`config.mk`:
```
export PLATFORM = sky130hd
export DESIGN_NAME = input_conditioner_flat
export DESIGN_NICKNAME = d
export VERILOG_FILES = /design/src/rtl/input_conditioner_if.sv /design/src/rtl/input_conditioner.sv /design/src/flat_wrapper.sv
export SDC_FILE = /design/constraint.sdc
export NUM_CORES = 1
export LEC_CHECK = 0
export CAP_MARGIN = 20
export CORE_ASPECT_RATIO = 0.9
export CORE_MARGIN = 4
export CORE_UTILIZATION = 57
export CTS_BUF_LIST = sky130_fd_sc_hd__clkbuf_8 sky130_fd_sc_hd__clkbuf_16
export CTS_CLUSTER_SIZE = 10
export DETAILED_ROUTE_END_ITERATION = 8
export PLACE_DENSITY = 0.81
export SLEW_MARGIN = 5
export SYNTH_ARGS = -nofsm -noshare
export SYNTH_HDL_FRONTEND = slang
export SYNTH_SLANG_ARGS = --single-unit
export TNS_END_PERCENT = 20
```
`constraint.sdc`:
```
create_clock -name clk -period 2.45 [get_ports clk]
set_input_delay 0.3675 -clock clk [delete_from_list [all_inputs] [get_ports clk]]
set_output_delay 0.3675 -clock clk [all_outputs]
set_load 0.005 [all_outputs]
```
`src/rtl/input_conditioner_if.sv`:
```
// Raw button/switch levels in, debounced levels and edge pulses out.
interface input_conditioner_if #(
  parameter int NCH = 3
);
  logic [NCH-1:0] raw_in;
  logic [NCH-1:0] clean;
  logic [NCH-1:0] rise_pulse;
  logic [NCH-1:0] fall_pulse;

  modport master (
    output raw_in,
    input  clean,
    input  rise_pulse,
    input  fall_pulse
  );

  modport slave (
    input  raw_in,
    output clean,
    output rise_pulse,
    output fall_pulse
  );
endinterface

```
`src/rtl/input_conditioner.sv`:
```
// Per-channel polarity fix, 2-flop synchronizer and counter debouncer that
// produces a clean level plus one-cycle rise/fall pulses for each input.
module input_conditioner #(
  parameter int             NCH             = 3,
  parameter int             DEBOUNCE_CYCLES = 16,
  parameter logic [NCH-1:0] ACTIVE_LOW_MASK = '0
) (
  input logic               clk,
  input logic               g_reset,
  input_conditioner_if.slave bus
);

  localparam int             CW       = $clog2(DEBOUNCE_CYCLES + 1);
  localparam logic [CW-1:0]  CNT_LAST = CW'(DEBOUNCE_CYCLES - 1);

  logic [NCH-1:0] pol;
  logic [NCH-1:0] s1_reg;
  logic [NCH-1:0] s2_reg;
  logic [NCH-1:0] clean_vec;
  logic [NCH-1:0] rise_vec;
  logic [NCH-1:0] fall_vec;

  // Inversion happens before the first flop so s1->s2 is a pure flop pair.
  assign pol = bus.raw_in ^ ACTIVE_LOW_MASK;

  always_ff @(posedge clk or negedge g_reset) begin
    if (!g_reset) begin
      s1_reg <= '0;
      s2_reg <= '0;
    end else begin
      s1_reg <= pol;
      s2_reg <= s1_reg;
    end
  end

  genvar gi;
  generate
    for (gi = 0; gi < NCH; gi++) begin : g_ch
      logic [CW-1:0] cnt_reg;
      logic [CW-1:0] cnt_next;
      logic          clean_reg;
      logic          clean_next;
      logic          rise_reg;
      logic          rise_next;
      logic          fall_reg;
      logic          fall_next;

      // Counter tracks consecutive cycles where s2 disagrees with clean;
      // any agreement discards progress, so short glitches never land.
      always_comb begin
        cnt_next   = cnt_reg + CW'(1);
        clean_next = clean_reg;
        rise_next  = 1'b0;
        fall_next  = 1'b0;
        if (s2_reg[gi] == clean_reg) begin
          cnt_next = '0;
        end else if (cnt_reg == CNT_LAST) begin
          cnt_next   = '0;
          clean_next = s2_reg[gi];
          rise_next  = s2_reg[gi];
          fall_next  = ~s2_reg[gi];
        end
      end

      always_ff @(posedge clk or negedge g_reset) begin
        if (!g_reset) begin
          cnt_reg   <= '0;
          clean_reg <= 1'b0;
          rise_reg  <= 1'b0;
          fall_reg  <= 1'b0;
        end else begin
          cnt_reg   <= cnt_next;
          clean_reg <= clean_next;
          rise_reg  <= rise_next;
          fall_reg  <= fall_next;
        end
      end

      assign clean_vec[gi] = clean_reg;
      assign rise_vec[gi]  = rise_reg;
      assign fall_vec[gi]  = fall_reg;
    end
  endgenerate

  assign bus.clean      = clean_vec;
  assign bus.rise_pulse = rise_vec;
  assign bus.fall_pulse = fall_vec;

endmodule

```
`src/flat_wrapper.sv`:
```
// flat-port wrapper written by rule: the top's interface ports become plain ports
module input_conditioner_flat 
#(
  parameter int             NCH             = 3,
  parameter int             DEBOUNCE_CYCLES = 16,
  parameter logic [NCH-1:0] ACTIVE_LOW_MASK = '0
)
  (clk, g_reset, bus_raw_in, bus_clean, bus_rise_pulse, bus_fall_pulse);
  input_conditioner_if #(.NCH(NCH)) bus_i ();
  input logic clk;
  input logic g_reset;
  input wire logic [$bits(bus_i.raw_in)-1:0] bus_raw_in;
  output wire logic [$bits(bus_i.clean)-1:0] bus_clean;
  output wire logic [$bits(bus_i.rise_pulse)-1:0] bus_rise_pulse;
  output wire logic [$bits(bus_i.fall_pulse)-1:0] bus_fall_pulse;
  assign bus_i.raw_in = bus_raw_in;
  assign bus_clean = bus_i.clean;
  assign bus_rise_pulse = bus_i.rise_pulse;
  assign bus_fall_pulse = bus_i.fall_pulse;
  input_conditioner #(.NCH(NCH), .DEBOUNCE_CYCLES(DEBOUNCE_CYCLES), .ACTIVE_LOW_MASK(ACTIVE_LOW_MASK)) u_core (.clk(clk), .g_reset(g_reset), .bus(bus_i));
endmodule
```
==> impl_metrics.env, run 1 <==
export IMPL_fmax_ghz=0.633
export IMPL_num_vias=626
export IMPL_ctsResizeCount=0
export IMPL_cp_end_kind="output pin"
export IMPL_cts_buffers=5
export IMPL_track_usage_pct=14.2
export IMPL_async_reset_ff_share_pct=100
export IMPL_place_area_sq_mm=0.00131
export IMPL_synth_top_family_by_area="simple AND/OR/NAND/NOR gates"
export IMPL_tightestPinTransition_ns=0.358
export IMPL_yosys_area_share_adder_pct=3.12
export IMPL_power_mw=0.910
export IMPL_h_tree_depth=2
export IMPL_crit_chain="clkdlybuf4s50_1"
export IMPL_status="complete, no violations"
export IMPL_leakage_nw=0.769
export IMPL_port_buffers=13
export IMPL_hold_ws_ns=0.346
export IMPL_antenna_found_initial=0
export IMPL_final_max_slew_violation_count=0
export IMPL_arrival_ns=1.21
export IMPL_n_antenna_cell=0
export IMPL_layout_drive_gt1_share_pct=13.1
export IMPL_slowest_delay_ns=0.53
export IMPL_rr_startpoint="u_core.g_ch[1].cnt_reg[0]$_DFF_PN0_"
export IMPL_hold_viol_final=0
export IMPL_setup_viol=0
export IMPL_ioPinCount=14
export IMPL_rsz0062_at_grt="false"
export IMPL_die_h_microns=51.6
export IMPL_fin_setup_tns_ns=0
export IMPL_cap_violations=0
export IMPL_initial_core_util_pct=61.1
export IMPL_hold_start="u_core.s1_reg[2]$_DFF_PN0_"
export IMPL_overflow=0
export IMPL_cts_tree="done"
export IMPL_synthSimpleGateAreaFrac_pct=17.1
export IMPL_path_max_fanout=5
export IMPL_root_buffer="clkbuf_8"
export IMPL_fillers=150
export IMPL_drcViolationCount=0
export IMPL_crit_path_start="u_core.g_ch[0].clean_reg$_DFFE_PN0P_"
export IMPL_largest_reg_flops=15
export IMPL_path_clk_slew_ns=0.05
export IMPL_max_slew_margin_rel_pct=76.1
export IMPL_yosys_area_share_xor_xnor_pct=6.54
export IMPL_critPathKind="reg2out"
export IMPL_post_cts_buffers=0
export IMPL_crit_slowest_cell="clkdlybuf4s50_1"
export IMPL_syn_area_sq_mm=0.00120
export IMPL_peakVddDrop_uv=488
export IMPL_seq_area_frac_synth_pct=62.3
export IMPL_grt_start_max_net_pins=31
export IMPL_place_congestion=0.677
export IMPL_min_period_ns=1.58
export IMPL_clk_latency_ns=0.27
export IMPL_cts_sinks=30
export IMPL_syn_to_final_growth_pct=14.7
export IMPL_synth_cell_types=15
export IMPL_cts_buffer_depth=2
export IMPL_design_area_sq_mm=0.00138
export IMPL_fin_skew_ns=0.00603
export IMPL_cp_data_required_time_ns=2.08
export IMPL_drtPass1Iterations=4
export IMPL_nets=107
export IMPL_via_per_inst=5.05
export IMPL_avgSynthCellArea_sq_um=13.8
export IMPL_drt_wl_total_mm=1.67
export IMPL_core_area_sq_mm=0.00197
export IMPL_holdBufCountCts=0
export IMPL_hpwl_mm=1.16
export IMPL_syn_num_nets=95
export IMPL_die_area_sq_mm=0.00291
export IMPL_yosysWarnings=0
export IMPL_synth_edff_count=0
export IMPL_dr_first_iter_drc_count=8
export IMPL_ys_ff_latch=30
export IMPL_power_density_mw_per_mm2=658
export IMPL_grt_pass1_vias=669
export IMPL_ant_nets=0
export IMPL_cp_num_buf_inv=1
export IMPL_grt_pass1_wl_mm=2.87
export IMPL_dpl_cell_count=117
export IMPL_ys_flop_type="dfrtp_1"
export IMPL_period_share_pct=64.5
export IMPL_synth_cells=87
export IMPL_cp_top_family="buffers and inverters"
export IMPL_die_w_microns=56.5
export IMPL_wire_per_inst_microns=13.4
export IMPL_start_kind="register"
export IMPL_muxShareOfSynthArea_pct=3.74
export IMPL_finalNonFillerCells=124
export IMPL_synth_compound_area_share_pct=1.56
export IMPL_rows=15
export IMPL_hold_class="reg2reg"
-- per-stage QoR --
stage                     utilization (%)  worst slack, ns
after floorplan                         -             1.29
after global placement               66.3             1.18
after detailed placement             66.3             1.17
after CTS                            70.2            0.852
after global routing                 70.2            0.789
final                                70.2            0.869
-- metal layers --
metal | part of all wire [%] | wire length [microns] | GRT usage [%] | up-vias
met5 | 0 | 0 | 0 | -
met4 | 1.9 | 31 | 8.30 | 0
met3 | 7.0 | 116 | 9.18 | 4
met2 | 46 | 760 | 21.2 | 14
met1 | 45 | 757 | 15.1 | 299
li1 | - | - | - | 309
-- final timing paths --
check | end | slack, ns | cells past startpoint
worst max-delay path | bus_clean[0] | 0.87 | 1
worst min-delay path | u_core.s2_reg[2]$_DFF_PN0_ | 0.35 | 0
worst max register to register | u_core.g_ch[1].clean_reg$_DFFE_PN0P_ | 1.21 | 3
worst min register to register | u_core.s2_reg[2]$_DFF_PN0_ | 0.35 | 0
max in group asynchronous | u_core.g_ch[1].rise_reg$_DFF_PN0_ | 1.71 | 2
min in group asynchronous | u_core.g_ch[1].cnt_reg[4]$_DFF_PN0_ | 0.47 | 2
-- report_power, final --
group	leakage (nW)	total (mW)	switching, mW	internal, mW
registers	0.398	0.528	0.0151	0.513
logic	0.325	0.0427	0.0225	0.0202
clock network	0.0466	0.339	0.153	0.186
-- Yosys cell counts, types with 2 or more instances --
cell	count	share of area, %
mux2_4	3	3.7
ha_1	3	3.1
nor2_1	6	1.9
xor2_1	9	6.5
nor3b_1	6	3.7
buf_4	9	5.6
a31oi_1	3	1.6
nand3_1	3	1.2
nand4b_4	2	3.9
nand2_1	6	1.9
and2_1	4	2.1
dfrtp_1	30	62
-- cell type report --
cell class,instances,area [sq um],area share (%)
Sequential cell,30,751,54.3
Multi-Input combinational cell,48,387,28.0
Timing Repair Buffer,14,138,9.95
Clock buffer,5,68.8,4.98
Tap cell,25,31.3,2.26
Clock inverter,2,7.51,0.543
-- layout by cell type, fill, tap and decap left out, drive strengths merged --
master,instances
nor3b,6
and2,4
clkbuf,5
dfrtp,30
inv,2
xor2,9
mux2,3
nand2,6
nand3,3
clkdlybuf4s50,13
buf,1
and3,2
nand4b,3
nor2,6
a31oi,3
ha,3
-- kinds of logic (layout without fill, tap and decap cells) --
group           Yosys count  after routing
compound gates            3              3
xor+xnor                  9              9
fa+ha+maj                 3              3
buf+inv                   9             21
flops                    30             30
mux                       3              3
simple gates             30             30
Power figures use the tool's default switching activity.
==> run 2: changes to the inputs <==
--- a/config.mk
+++ b/config.mk
@@ -8,11 +8,11 @@
 export CAP_MARGIN = 20
 export CORE_ASPECT_RATIO = 0.9
 export CORE_MARGIN = 4
-export CORE_UTILIZATION = 57
+export CORE_UTILIZATION = 48
 export CTS_BUF_LIST = sky130_fd_sc_hd__clkbuf_8 sky130_fd_sc_hd__clkbuf_16
 export CTS_CLUSTER_SIZE = 10
 export DETAILED_ROUTE_END_ITERATION = 8
-export PLACE_DENSITY = 0.81
+export PLACE_DENSITY = 0.73
 export SLEW_MARGIN = 5
 export SYNTH_ARGS = -nofsm -noshare
 export SYNTH_HDL_FRONTEND = slang
==> constraint.sdc (replaced) <==
create_clock -name clk -period 1.3 [get_ports clk]
set_input_delay 0.195 -clock clk [delete_from_list [all_inputs] [get_ports clk]]
set_output_delay 0.195 -clock clk [all_outputs]
set_load 0.005 [all_outputs]
==> impl_metrics.env, run 2 (same netlist as run 1, synthesis figures left out) <==
export IMPL_fmax_ghz=0.829
export IMPL_finalNonFillerCells=130
export IMPL_arrival_ns=1.37
export IMPL_max_slew_margin_rel_pct=80.1
export IMPL_port_buffers=13
export IMPL_slowest_delay_ns=0.39
export IMPL_status="complete, no violations"
export IMPL_path_max_fanout=5
export IMPL_num_vias=646
export IMPL_layout_commonest_cell="dfrtp_1"
export IMPL_clk_latency_ns=0.28
export IMPL_critPathKind="reg2reg"
export IMPL_cts_buffers=5
export IMPL_via_per_inst=4.97
export IMPL_drcViolationCount=0
export IMPL_power_density_mw_per_mm2=1360
export IMPL_min_period_ns=1.21
export IMPL_leakage_nw=0.887
export IMPL_crit_slowest_cell="dfrtp_1"
export IMPL_place_area_sq_mm=0.00132
export IMPL_period_share_pct=92.7
export IMPL_initial_core_util_pct=52.8
export IMPL_cp_data_required_time_ns=1.46
export IMPL_hold_viol_final=0
export IMPL_die_area_sq_mm=0.00338
export IMPL_crit_chain="ha_1, nand4b_4, mux2_4"
export IMPL_setup_viol=0
export IMPL_rows=16
export IMPL_grt_pass1_vias=661
export IMPL_cts_tree="done"
export IMPL_wire_per_inst_microns=12.7
export IMPL_start_kind="register"
export IMPL_final_cell_mix="dfrtp_1, xor2_1"
export IMPL_root_buffer="clkbuf_8"
export IMPL_place_congestion=0.773
export IMPL_pre_cts_slack_ns=0.0892
export IMPL_cp_end_kind="register"
export IMPL_cts_sinks=30
export IMPL_rsz0062_at_grt="false"
export IMPL_die_w_microns=60.8
export IMPL_cap_violations=0
export IMPL_final_max_slew_violation_count=0
export IMPL_fin_setup_tns_ns=0
export IMPL_layout_drive_gt1_share_pct=18.4
export IMPL_largest_reg_flops=15
export IMPL_dr_first_iter_drc_count=9
export IMPL_hold_ws_ns=0.269
export IMPL_h_tree_depth=2
export IMPL_hpwl_mm=1.16
export IMPL_cts_buffer_depth=2
export IMPL_design_area_sq_mm=0.00145
export IMPL_hold_class="in2async"
export IMPL_overflow=0
export IMPL_ant_nets=0
export IMPL_path_clk_slew_ns=0.07
export IMPL_worst_slack_ns=0.0943
export IMPL_nets=110
export IMPL_peakVddDrop_uv=1070
export IMPL_drtPass1Iterations=3
export IMPL_ioPinCount=14
export IMPL_tightestPinTransition_ns=0.298
export IMPL_track_usage_pct=11.9
export IMPL_fin_skew_ns=0.00669
export IMPL_power_mw=1.97
export IMPL_core_area_sq_mm=0.00228
export IMPL_syn_to_final_growth_pct=20.6
export IMPL_n_antenna_cell=0
export IMPL_grt_start_max_net_pins=31
export IMPL_drt_wl_total_mm=1.66
export IMPL_final_util_pct=63.7
export IMPL_dpl_cell_count=119
export IMPL_antenna_found_initial=0
export IMPL_grt_pass1_wl_mm=2.88
export IMPL_die_h_microns=55.5
run 2: what timing repair did:
action                                  CTS  global route
endpoints found under the setup margin    6             3
hold buffers                              0             0
resized for setup                         6             3
setup buffers                             3             0
gates cloned                              0             0
pin swaps                                 0             0
run 2: worst max-delay path: cells and delay by family, from the launching register on:
kind	cells	cell delay, ns
adders and majority gates	1	0.27
and+or+nand+nor	1	0.13
muxes	1	0.30
DFF	1	0.39
run 2: area by class of cell:
| type | count | area (sq um) |
|---|---|---|
| timing repair buffer | 17 | 173 |
| sequential | 30 | 751 |
| multi-input combinational | 48 | 387 |
| tap | 27 | 33.8 |
| clock inverter | 3 | 40.0 |
| clock buffer | 5 | 68.8 |
| fill | 187 | 830 |
run 2: metal layers:
metal	wire, microns	vias up	GRT usage, %
met5	0	-	0
met4	46	0	7.74
met3	122	6	6.53
met2	765	15	15.9
met1	721	312	14.5
li1	-	313	-
run 2: path summary, 6_finish.rpt:
path / startpoint / to / slack [ns] / depth (start not counted)
min in group clk: u_core.s1_reg[2]$_DFF_PN0_ / u_core.s2_reg[2]$_DFF_PN0_ / 0.35 / 0
min: g_reset / u_core.g_ch[2].clean_reg$_DFFE_PN0P_ / 0.27 / 2
max: u_core.g_ch[1].cnt_reg[0]$_DFF_PN0_ / u_core.g_ch[1].clean_reg$_DFFE_PN0P_ / 0.09 / 3
max reg2reg: u_core.g_ch[1].cnt_reg[0]$_DFF_PN0_ / u_core.g_ch[1].clean_reg$_DFFE_PN0P_ / 0.09 / 3
max in group asynchronous: g_reset / u_core.g_ch[0].fall_reg$_DFF_PN0_ / 0.87 / 2
min reg2reg: u_core.s1_reg[2]$_DFF_PN0_ / u_core.s2_reg[2]$_DFF_PN0_ / 0.35 / 0
run 2: report_power, final:
group	total (mW)	switching (mW)	leakage, nW	internal [mW]
Combinational	0.0839	0.0420	0.431	0.0419
Sequential	0.993	0.0269	0.398	0.966
Clock	0.895	0.333	0.0579	0.563
Total	1.97	0.401	0.887	1.57
